--- src/rtl/chip8_pkg.sv ---
// Shared constants and encodings for the CHIP-8 register/memory transfer sequencer.
package chip8_pkg;

  localparam int ADDR_W = 12;
  localparam int DATA_W = 8;
  localparam int IDX_W  = 4;

  typedef enum logic [2:0] {
    IDLE,
    S_RDREG,
    S_WRMEM,
    L_RDMEM,
    L_WRREG,
    DONE
  } xfer_state_t;

  localparam logic XFER_STORE = 1'b0;
  localparam logic XFER_LOAD  = 1'b1;

endpackage

--- src/rtl/chip8_reg_mem_xfer.sv ---
// FX55/FX65 sequencer: 2 cycles per register plus one done cycle; the CPU stalls while busy.
// Optional CHIP8_XFER_I_INC_EN adds i_upd/i_next (I advanced by x+1 in the done cycle).
module chip8_reg_mem_xfer
  import chip8_pkg::*;
#(
  parameter int ADDR_W = chip8_pkg::ADDR_W,
  parameter int DATA_W = chip8_pkg::DATA_W,
  parameter int IDX_W  = chip8_pkg::IDX_W
) (
  input  logic              clk,
  input  logic              reset,
  input  logic              start,
  input  logic              dir,
  input  logic [IDX_W-1:0]  last_reg,
  input  logic [ADDR_W-1:0] base_addr,
  output logic              busy,
  output logic              done,
  output logic [IDX_W-1:0]  rf_rd_sel,
  input  logic [DATA_W-1:0] rf_rd_data,
  output logic              rf_we,
  output logic [IDX_W-1:0]  rf_wr_sel,
  output logic [DATA_W-1:0] rf_wr_data,
  output logic [ADDR_W-1:0] mem_addr,
  output logic              mem_re,
  output logic              mem_we,
  output logic [DATA_W-1:0] mem_wdata,
  input  logic [DATA_W-1:0] mem_rdata
`ifdef CHIP8_XFER_I_INC_EN
  ,
  output logic              i_upd,
  output logic [ADDR_W-1:0] i_next
`endif
);

  xfer_state_t       state, state_nxt;
  logic [IDX_W-1:0]  k, k_nxt;
  logic [IDX_W-1:0]  x_q;
  logic [ADDR_W-1:0] i_q;
  logic [ADDR_W-1:0] addr_k;

  // Direction is carried by which branch of the state graph is taken.
  always_ff @(posedge clk) begin
    if (reset) begin
      state <= IDLE;
      k     <= '0;
      x_q   <= '0;
      i_q   <= '0;
    end else begin
      state <= state_nxt;
      k     <= k_nxt;
      if (state == IDLE && start) begin
        x_q <= last_reg;
        i_q <= base_addr;
      end
    end
  end

  assign addr_k = i_q + ADDR_W'(k);

  always_comb begin
    state_nxt  = state;
    k_nxt      = k;
    busy       = (state != IDLE);
    done       = 1'b0;
    rf_rd_sel  = '0;
    rf_we      = 1'b0;
    rf_wr_sel  = '0;
    rf_wr_data = '0;
    mem_addr   = '0;
    mem_re     = 1'b0;
    mem_we     = 1'b0;
    mem_wdata  = '0;
`ifdef CHIP8_XFER_I_INC_EN
    i_upd      = 1'b0;
    i_next     = '0;
`endif
    case (state)
      IDLE: begin
        if (start) begin
          k_nxt     = '0;
          state_nxt = (dir == XFER_STORE) ? S_RDREG : L_RDMEM;
        end
      end
      S_RDREG: begin
        rf_rd_sel = k;
        state_nxt = S_WRMEM;
      end
      S_WRMEM: begin
        mem_we    = 1'b1;
        mem_addr  = addr_k;
        mem_wdata = rf_rd_data;
        if (k == x_q) begin
          state_nxt = DONE;
        end else begin
          k_nxt     = k + 1'b1;
          state_nxt = S_RDREG;
        end
      end
      L_RDMEM: begin
        mem_re    = 1'b1;
        mem_addr  = addr_k;
        state_nxt = L_WRREG;
      end
      L_WRREG: begin
        rf_we      = 1'b1;
        rf_wr_sel  = k;
        rf_wr_data = mem_rdata;
        if (k == x_q) begin
          state_nxt = DONE;
        end else begin
          k_nxt     = k + 1'b1;
          state_nxt = L_RDMEM;
        end
      end
      DONE: begin
        done      = 1'b1;
        state_nxt = IDLE;
`ifdef CHIP8_XFER_I_INC_EN
        i_upd     = 1'b1;
        i_next    = i_q + ADDR_W'(x_q) + ADDR_W'(1);
`endif
      end
      default: state_nxt = IDLE;
    endcase
  end

endmodule
--- config.mk ---
export PLATFORM = sky130hd
export DESIGN_NAME = chip8_reg_mem_xfer
export DESIGN_NICKNAME = d
export VERILOG_FILES = /design/src/rtl/chip8_pkg.sv /design/src/rtl/chip8_reg_mem_xfer.sv
export SDC_FILE = /design/constraint.sdc
export NUM_CORES = 1
export LEC_CHECK = 0
export BUFFER_PORTS_ARGS = -buffer_cell sky130_fd_sc_hd__buf_2
export CORE_UTILIZATION = 49
export CTS_CLUSTER_SIZE = 20
export DETAILED_ROUTE_END_ITERATION = 12
export PLACE_DENSITY = 0.95
export SLEW_MARGIN = 20
export SYNTH_ARGS = -nofsm -noshare
export SYNTH_HDL_FRONTEND = slang
export SYNTH_SLANG_ARGS = --single-unit
--- constraint.sdc ---
create_clock -name clk -period 3 [get_ports clk]
set_input_delay 0.3 -clock clk [delete_from_list [all_inputs] [get_ports clk]]
set_output_delay 0.3 -clock clk [all_outputs]
set_load 0.005 [all_outputs]
; Word-level counts from Yosys, hierarchy flattened
; Cells that the tools add are included.
[totals]
regBits = 23
inputBits = 36
word_cells = 38
[op_classes]
add_sub_neg = 2
n_eq_ne = 8
n_mux = 17
reduce_logical = 7
[op_table]
columns = op, count
row1 = two-way mux 4 bit, 4
row2 = two-way mux 8 bit, 2
row3 = one-hot mux 3 bit (5 select lines), 1
row4 = adder 12 x 4 -> 12 bit, 1
row5 = two-way mux 12 bit, 1
row6 = two-way mux 3 bit, 3
row7 = one-hot mux 4 bit (2 select lines), 1
row8 = == test 3 x 2 -> 1 bit (second input constant), 2
row9 = == test 3 bit (second input constant), 2
row10 = adder 4 x 1 -> 4 bit (second input constant), 1
row11 = == test 4 bit, 1
row12 = two-way mux 1 bit, 4
row13 = != test 2 bit (second input constant), 2
row14 = OR reduction 2 bit, 2
row15 = == test 3 x 1 -> 1 bit (second input constant), 1
row16 = zero test 3 bit, 1
row17 = AND reduction 3 bit, 1
row18 = nonzero test 3 bit, 1
row19 = two-way mux 2 bit, 1
row20 = nonzero test 2 bit, 1
row21 = logical AND 1 bit, 1

; Longest topological paths before layout
; Gate-level depths: netlist of the first run.
[logic_depth]
word_depth = 4
mapped_depth = 6

; Worst setup path before layout of the first run
; OpenSTA, ideal clock, no wires.
[synth_path]
kind = register to output
start = register k[0]
end = output mem_addr[10]
t_arrival_ns = 1.782
t_required_ns = 2.700
path_slack_ns = 0.918
path_stages_with_launch = 7
n_path_buf = 0
cell_sequence = dfxtp_1 -> ha_1 -> fa_1 -> a21o_1 -> a21oi_1 -> o21ai_0 -> a21oi_1
[synth_via]
elab_chain_len = 2
[synth_lines]
columns = element, line
row1 = from (decl), chip8_reg_mem_xfer.sv:36  ; logic [IDX_W-1:0] k, k_nxt;
row2 = from (signal assigned), chip8_reg_mem_xfer.sv:50  ; k <= k_nxt;
row3 = adder 12 x 4 -> 12 bit, chip8_reg_mem_xfer.sv:58  ; assign addr_k = i_q + ADDR_W'(k);
row4 = two-way mux 12 bit, chip8_reg_mem_xfer.sv:77  ; case (state)
row5 = to (decl), chip8_reg_mem_xfer.sv:23  ; output logic [ADDR_W-1:0] mem_addr,
; No other way between the ends.

; Final worst setup path of the first run
; Same ends and word-level chain as after synthesis.

==> reports/results.md, run 1 <==
| Quantity | This run |
|:---|:---|
| Critical path class | flip-flop to primary output |
| Clock slew at the register clock pins of the worst setup and hold paths | 0.12 ns |
| Worst path required time | 2.70 ns |
| Port Buffers | 76 |
| Final Core Density | 67.2% |
| Largest net degree at the start of global routing | 25 |
| Worst-case reg-to-reg path depth | 4 |
| 1st-iter DRT viols | 81 |
| Tcrit/Tclk final | 90.3% |
| Seq cells post-synth | 23 |
| Number of setup violations in the final report | 0 |
| Num ports | 77 |
| Failing checks | design-rule violations |
| Cell row count | 19 |
| Largest clock skew in the final design | 0.000770 ns |
| Clock net sink count | 23 |
| Minimum setup slack after placement | 0.657 ns |
| Maximum net fanout on the critical path | 8 |
| Cts hold-fix bufs | 0 |
| Clock Tree Root | sky130_fd_sc_hd__clkbuf_4 |
| Ranking of synthesized cells by instance count | 36 x sky130_fd_sc_hd__nand2_1, 27 x sky130_fd_sc_hd__a21oi_1, 23 x sky130_fd_sc_hd__dfxtp_1 |
| Post-placement cell area | 0.00189 mm^2 |
| Post-DP HPWL | 2940 um |
| Predominant post-synthesis flop cell | sky130_fd_sc_hd__dfxtp_1 |
| Number of instances in the synthesized netlist | 203 |
| Total wirelength of the detailed-routed design | 3790 um |
| Post-layout min period | 2.71 ns |
| Critical path launch point type | flip-flop |
| GRT overflow | 0 |
| Synthesis Warnings | 0 |
| Final-layout worst hold slack | 0.212 ns |
| Fin worst setup slack | 0.292 ns |
| Fraction of registers with async set or reset after synthesis | 0% |
| H-Tree Depth | 1 |
| Via count | 1628 |
| Max_slew headroom | 57.6% |
| Final layout net count | 315 |
| Total clock buffers created by CTS | 3 |
| Remaining DRCs | 1 |
| Final routed wire length divided by cell count | 12.5 um |
| Core ar. | 0.00285 mm^2 |
| Summed area of non-filler cells in the final layout | 0.00192 mm^2 |
| Endpoint, Worst Hold | i_q[5] |
| Share of synthesized area occupied by flip-flops and latches | 30.3% |
| Max clock buf depth | 2 |
| 1st-pass router iterations | 8 |
| Area leader, netlist | sky130_fd_sc_hd__dfxtp_1 |
| Reg2reg setup slack | 1.34 ns |
| Average footprint of a synthesized cell | 7.49 um^2 |
| Run status | finished with violations |
| Via count of the first global-routing pass | 1366 |
| Wire length of the first global-routing pass | 5970 um |
| Die extent in y | 57.7 um |
| Worst Setup End Kind | primary output |
| Antenna Violating Nets Remaining | 0 |
| RSZ-0062 raised after global routing | false |
| Synthesis-to-finish area growth | 26.0% |
| Reg2reg start | state[2] |
| TNS Setup | 0 ns |
| Post-CTS setup repair buffer count | 0 |
| Number of synthesized flops with an enable pin | 0 |
| Power density of the placed cells | 382 mW/mm^2 |
| Mapped Area | 0.00152 mm^2 |
| Max-cap violations | 0 |
| Antenna diode count | 0 |
| Layout cells sized above 1 | 32.0% |
| Number of library cell types mapped by synthesis | 38 |
| PostCTS Resize Cnt | 0 |
| Area enclosed by the die boundary | 0.00333 mm^2 |
| Hold path cells | 3 |
| Final Max Tran Viols | 0 |
| Leading post-synthesis cells by cell area | sky130_fd_sc_hd__dfxtp_1 30%, sky130_fd_sc_hd__a21oi_1 8.9%, sky130_fd_sc_hd__nand2_1 8.9% |
| Ratio of routed vias to standard cells | 5.37 |
| Type of the most critical hold path | primary input to flip-flop |
| Max Clock Freq | 369 MHz |
| Synthesized net count | 245 |
| Hold wc startpoint | base_addr[5] |
| Top-area cell type share of the netlist area | 30.3% |
| Worst VDD drop | 0.319 mV |
| Initial antenna violation count | 0 |
| CP Data Arrival Time | 2.41 ns |
| GRT Total Usage | 22.5% |
| Worst reg2reg path endpoint | i_q[0] |
| Most common cell in the synthesized netlist | sky130_fd_sc_hd__nand2_1 |
| Routability-driven placement congestion ratio | 0.833 |
| Number of hold-slack violations in the final timing report | 0 |
| Initial Util | 53.3% |
| Overall die width | 57.7 um |
| Clock latency on the worst-skew pair | 0.31 ns |
| Worst-Margin Slew | 0.634 ns |
| Filler Cells Inserted | 256 |
| TritonCTS clock tree | done |
| Leakage power total | 0.962 nW |
-- layer usage --
| layer | global-route usage, % | up-vias | wire (um) |
|---|---|---|---|
| li1 | - | 845 | - |
| met1 | 30.4 | 735 | 1720 |
| met2 | 37.9 | 44 | 1850 |
| met3 | 4.91 | 4 | 192 |
| met4 | 3.06 | 0 | 27 |
| met5 | 0 | - | 0 |
-- through the flow --
stage          total power [mW]  instances
2_1_floorplan             0.527        203
3_3_place_gp              0.591        299
3_5_place_dp              0.601        299
4_1_cts                   0.739        303
5_1_grt                   0.783        303
6_report                  0.732        303
-- cell families (layout without fill, tap and decap cells) --
group           Yosys count  count (layout)  share of synthesized area, %
compound gates           49              49                          19.0
flops                    23              23                          30.3
simple gates            100             100                          35.0
xor+xnor                  7               7                          4.52
mux                       1               1                         0.740
fa+ha+maj                 6               6                          5.43
buf+inv                  17              86                          5.10
-- layout make-up --
| cell class | instances | area [um^2] | area share (%) |
|---|---|---|---|
| Inverter | 5 | 18.8 | 0.979 |
| Clock buffer | 3 | 22.5 | 1.17 |
| Sequential cell | 23 | 460 | 24.0 |
| Multi-Input combinational cell | 163 | 983 | 51.3 |
| Clock inverter | 1 | 5.00 | 0.261 |
| Tap cell | 31 | 38.8 | 2.02 |
| Timing Repair Buffer | 77 | 388 | 20.2 |
-- worst max path at each step --
stage / from / end / slack, ns / cells after the start
finish: k[0] / mem_addr[10] / 0.29 / 7
global route: k[0] / mem_addr[10] / 0.01 / 7
CTS: k[0] / mem_addr[10] / 0.29 / 7
detailed placement: k[0] / mem_addr[10] / 0.66 / 7
global placement: k[0] / mem_addr[8] / 0.71 / 7
floorplan: k[0] / mem_addr[10] / 0.92 / 6
-- flip-flops by register name, indices dropped and copies added (netlist names) --
signal / count
k: 4
x_q: 4
state: 3
i_q: 12
-- placed cells by master, fill, tap and decap left out --
| cell type | Yosys | layout |
|---|---|---|
| sky130_fd_sc_hd__clkbuf_4 | 0 | 3 |
| sky130_fd_sc_hd__buf_2 | 1 | 76 |
| sky130_fd_sc_hd__a21oi_1 | 27 | 27 |
| sky130_fd_sc_hd__nand2b_1 | 2 | 2 |
| sky130_fd_sc_hd__a211oi_1 | 3 | 3 |
| sky130_fd_sc_hd__fa_1 | 1 | 1 |
| sky130_fd_sc_hd__and2_1 | 18 | 18 |
| sky130_fd_sc_hd__nor2_1 | 6 | 6 |
| sky130_fd_sc_hd__nor4b_2 | 1 | 1 |
| sky130_fd_sc_hd__or3_1 | 8 | 8 |
| sky130_fd_sc_hd__or3_4 | 1 | 1 |
| sky130_fd_sc_hd__nand2_1 | 36 | 36 |
| sky130_fd_sc_hd__a22o_1 | 1 | 1 |
| sky130_fd_sc_hd__o22ai_1 | 1 | 1 |
| sky130_fd_sc_hd__mux2_2 | 1 | 1 |
| sky130_fd_sc_hd__a211oi_2 | 1 | 1 |
| sky130_fd_sc_hd__ha_1 | 5 | 5 |
| sky130_fd_sc_hd__xnor2_1 | 6 | 6 |
| sky130_fd_sc_hd__nor3b_1 | 2 | 2 |
| sky130_fd_sc_hd__xnor2_2 | 1 | 1 |
| sky130_fd_sc_hd__o21a_1 | 1 | 1 |
| sky130_fd_sc_hd__and3_1 | 8 | 8 |
| sky130_fd_sc_hd__o21ai_0 | 8 | 8 |
| sky130_fd_sc_hd__nand3_1 | 2 | 2 |
| sky130_fd_sc_hd__buf_4 | 3 | 1 |
| sky130_fd_sc_hd__a31oi_1 | 1 | 1 |
| sky130_fd_sc_hd__a31o_2 | 1 | 1 |
| sky130_fd_sc_hd__nand4_1 | 4 | 4 |
| sky130_fd_sc_hd__o32ai_1 | 1 | 1 |
| sky130_fd_sc_hd__a211o_1 | 2 | 2 |
| sky130_fd_sc_hd__inv_1 | 5 | 5 |
| sky130_fd_sc_hd__and4_1 | 2 | 2 |
| sky130_fd_sc_hd__nor2b_1 | 2 | 2 |
| sky130_fd_sc_hd__a21o_1 | 2 | 2 |
| sky130_fd_sc_hd__clkinv_2 | 0 | 1 |
| sky130_fd_sc_hd__nor4_1 | 2 | 2 |
| sky130_fd_sc_hd__nor3_1 | 6 | 6 |
| sky130_fd_sc_hd__dfxtp_1 | 23 | 23 |
-- report_power, final --
part,switching (mW),total (mW),internal (mW)
Clock,0.0885,0.138,0.0499
Sequential,0.0397,0.372,0.333
Combinational,0.123,0.222,0.0981
Total,0.252,0.732,0.480
-- critical path, stage by stage (launching register included) --
cell,delay [ns]
sky130_fd_sc_hd__dfxtp_1,0.41
sky130_fd_sc_hd__ha_1,0.27
sky130_fd_sc_hd__fa_1,0.41
sky130_fd_sc_hd__a21o_1,0.19
sky130_fd_sc_hd__a21oi_1,0.37
sky130_fd_sc_hd__o21ai_0,0.16
sky130_fd_sc_hd__a21oi_1,0.15
sky130_fd_sc_hd__buf_2,0.14
Note: power is estimated with default switching activity, not from simulation.
==> inputs of run 2 (changes only) <==
- CORE_UTILIZATION: 49 -> 39
- CTS_BUF_LIST: not set -> sky130_fd_sc_hd__clkbuf_8
- PLACE_DENSITY: 0.95 -> 0.8
- SKIP_CTS_REPAIR_TIMING: not set -> 1
==> run 2 against run 1 <==
Critical path depth is the same. The run now ends clean. Global-route usage shrank 3.8 points. Total power grew 7.9%. First-iteration DRC count shrank 9.9%. Non-clock buffer count is the same. Sequential cell count is the same. Largest cell class unchanged. Critical path type unchanged.
==> reports/results.md, run 2 (same netlist as run 1, synthesis figures left out) <==
| Quantity | This run | Delta |
|:---|:---|:---|
| Num ports | 77 | unchanged |
| Max_slew headroom | 56.4% | was 57.6% |
| Hold path cells | 3 | unchanged |
| Largest net degree at the start of global routing | 25 | unchanged |
| Leakage power total | 0.969 nW | was 0.962 nW |
| Register with the highest flop count | i_q | unchanged |
| Worst path required time | 2.70 ns | about the same |
| Clock Tree Root | sky130_fd_sc_hd__clkbuf_8 | was sky130_fd_sc_hd__clkbuf_4 |
| Slowest Stage Delay on Critical Path | 0.42 ns | was 0.41 ns |
| Core ar. | 0.00369 mm^2 | was 0.00285 mm^2 |
| Cell with the most instances on the worst path | sky130_fd_sc_hd__a21oi_1 | unchanged |
| Post-DP HPWL | 2920 um | was 2940 um |
| Initial antenna violation count | 0 | unchanged |
| Critical path class | flip-flop to primary output | unchanged |
| Antenna diode count | 0 | unchanged |
| 1st-pass router iterations | 4 | was 8 |
| Number of hold-slack violations in the final timing report | 0 | unchanged |
| Largest registers | i_q: 12 flops, k: 4 flops, x_q: 4 flops | unchanged |
| RSZ-0062 raised after global routing | false | unchanged |
| Max-cap violations | 0 | unchanged |
| Initial Util | 41.2% | was 53.3% |
| Layout cells sized above 1 | 32.0% | unchanged |
| Most common cell after layout, fill and taps aside | sky130_fd_sc_hd__buf_2 | unchanged |
| Final Max Tran Viols | 0 | unchanged |
| Highest-delay cell along the critical path | sky130_fd_sc_hd__fa_1 | was sky130_fd_sc_hd__dfxtp_1 |
| GRT Total Usage | 18.7% | was 22.5% |
| Overall die width | 64.5 um | was 57.7 um |
| Via count of the first global-routing pass | 1415 | was 1366 |
| Overall Power | 0.790 mW | was 0.732 mW |
| Largest clock skew in the final design | 0.00449 ns | was 0.000770 ns |
| Final routed wire length divided by cell count | 12.1 um | was 12.5 um |
| Clock latency on the worst-skew pair | 0.27 ns | was 0.31 ns |
| Final layout net count | 315 | unchanged |
| Run status | completed | was finished with violations |
| Area enclosed by the die boundary | 0.00416 mm^2 | was 0.00333 mm^2 |
| Synthesis-to-finish area growth | 28.6% | was 26.0% |
| Power density of the placed cells | 404 mW/mm^2 | was 382 mW/mm^2 |
| Max clock buf depth | 2 | unchanged |
| Number of setup violations in the final report | 0 | unchanged |
| Post-layout min period | 2.73 ns | was 2.71 ns |
| Number of flip-flops in the largest register | 12 | unchanged |
| TNS Setup | 0 ns | unchanged |
| Clock net sink count | 23 | unchanged |
| Final Core Density | 53.1% | was 67.2% |
| Cell row count | 22 | was 19 |
| Max Clock Freq | 366 MHz | was 369 MHz |
| Wire length of the first global-routing pass | 6230 um | was 5970 um |
| Ratio of routed vias to standard cells | 5.16 | was 5.37 |
| Worst-Margin Slew | 0.653 ns | was 0.634 ns |
| GRT overflow | 0 | unchanged |
| Clock slew at the register clock pins of the worst setup and hold paths | 0.09 ns | was 0.12 ns |
| Worst Setup End Kind | primary output | unchanged |
| Worst-case reg-to-reg path depth | 4 | unchanged |
| Via count | 1650 | was 1628 |
| Die extent in y | 64.5 um | was 57.7 um |
| Total wirelength of the detailed-routed design | 3880 um | was 3790 um |
| TritonCTS clock tree | done | unchanged |
| Routability-driven placement congestion ratio | 0.852 | was 0.833 |
| Tcrit/Tclk final | 91.0% | was 90.3% |
| Worst VDD drop | 0.276 mV | was 0.319 mV |
| Antenna Violating Nets Remaining | 0 | unchanged |
| Total clock buffers created by CTS | 3 | unchanged |
| H-Tree Depth | 1 | unchanged |
| Commonest cells after routing, fill and taps aside | 76 x sky130_fd_sc_hd__buf_2, 36 x sky130_fd_sc_hd__nand2_1, 27 x sky130_fd_sc_hd__a21oi_1 | unchanged |
| Remaining DRCs | 0 | was 1 |
| Critical path launch point type | flip-flop | unchanged |
| Filler Cells Inserted | 377 | was 256 |
| 1st-iter DRT viols | 73 | was 81 |
| Cell chain of the critical path | ha_1 > fa_1 > a21o_1 > a21oi_1 > o21ai_0 > a21oi_1 > buf_2 | unchanged |
| CP Data Arrival Time | 2.43 ns | was 2.41 ns |
| Maximum net fanout on the critical path | 8 | unchanged |
| Type of the most critical hold path | primary input to flip-flop | unchanged |
| Port Buffers | 76 | unchanged |
-- run 2: worst max-delay path, delay by kind of cell, from the launching register on --
| kind | cells | cell delay (ns) |
|---|---|---|
| compound gates | 4 | 0.91 |
| fa+ha+maj | 2 | 0.70 |
| buf+inv | 1 | 0.14 |
| flops | 1 | 0.41 |
-- run 2: cell type report --
class	instances	area [um^2]	area share (%)
clock buffer	3	41.3	2.11
clock inverter	1	5.00	0.256
inverter	5	18.8	0.959
multi-input combinational	163	983	50.3
sequential	23	460	23.5
tap	48	60.1	3.07
timing repair buffer	77	388	19.8
-- run 2: final timing paths --
kind              slack (ns)           to        start
setup / recovery        0.27  mem_addr[6]         k[0]
hold / removal          0.26       x_q[0]  last_reg[0]
setup reg to reg        1.33      i_q[11]     state[2]
hold reg to reg         0.47      i_q[11]      i_q[11]
-- run 2: per-stage QoR --
step	std cells	setup slack (ns)	hold slack, ns	instance area (um^2)
after global placement	316	0.687	0.452	1910
after floorplan	203	0.918	0.436	1520
after detailed placement	316	0.569	0.456	1910
after global routing	320	0.0440	0.260	1960
final	320	0.269	0.260	1960
after CTS	320	0.268	0.261	1960
-- run 2: routing by layer --
layer	part of all wire [%]	global-route usage, %	wire [um]
met1	48	24.7	1880
met2	47	30.3	1810
met3	4.0	2.99	154
met4	0.95	7.50	37
met5	0	0	0
-- run 2: power breakdown --
part,switching (mW),total (mW),internal (mW)
clock,0.103,0.195,0.0928
sequential,0.0402,0.373,0.332
combinational,0.124,0.222,0.0976
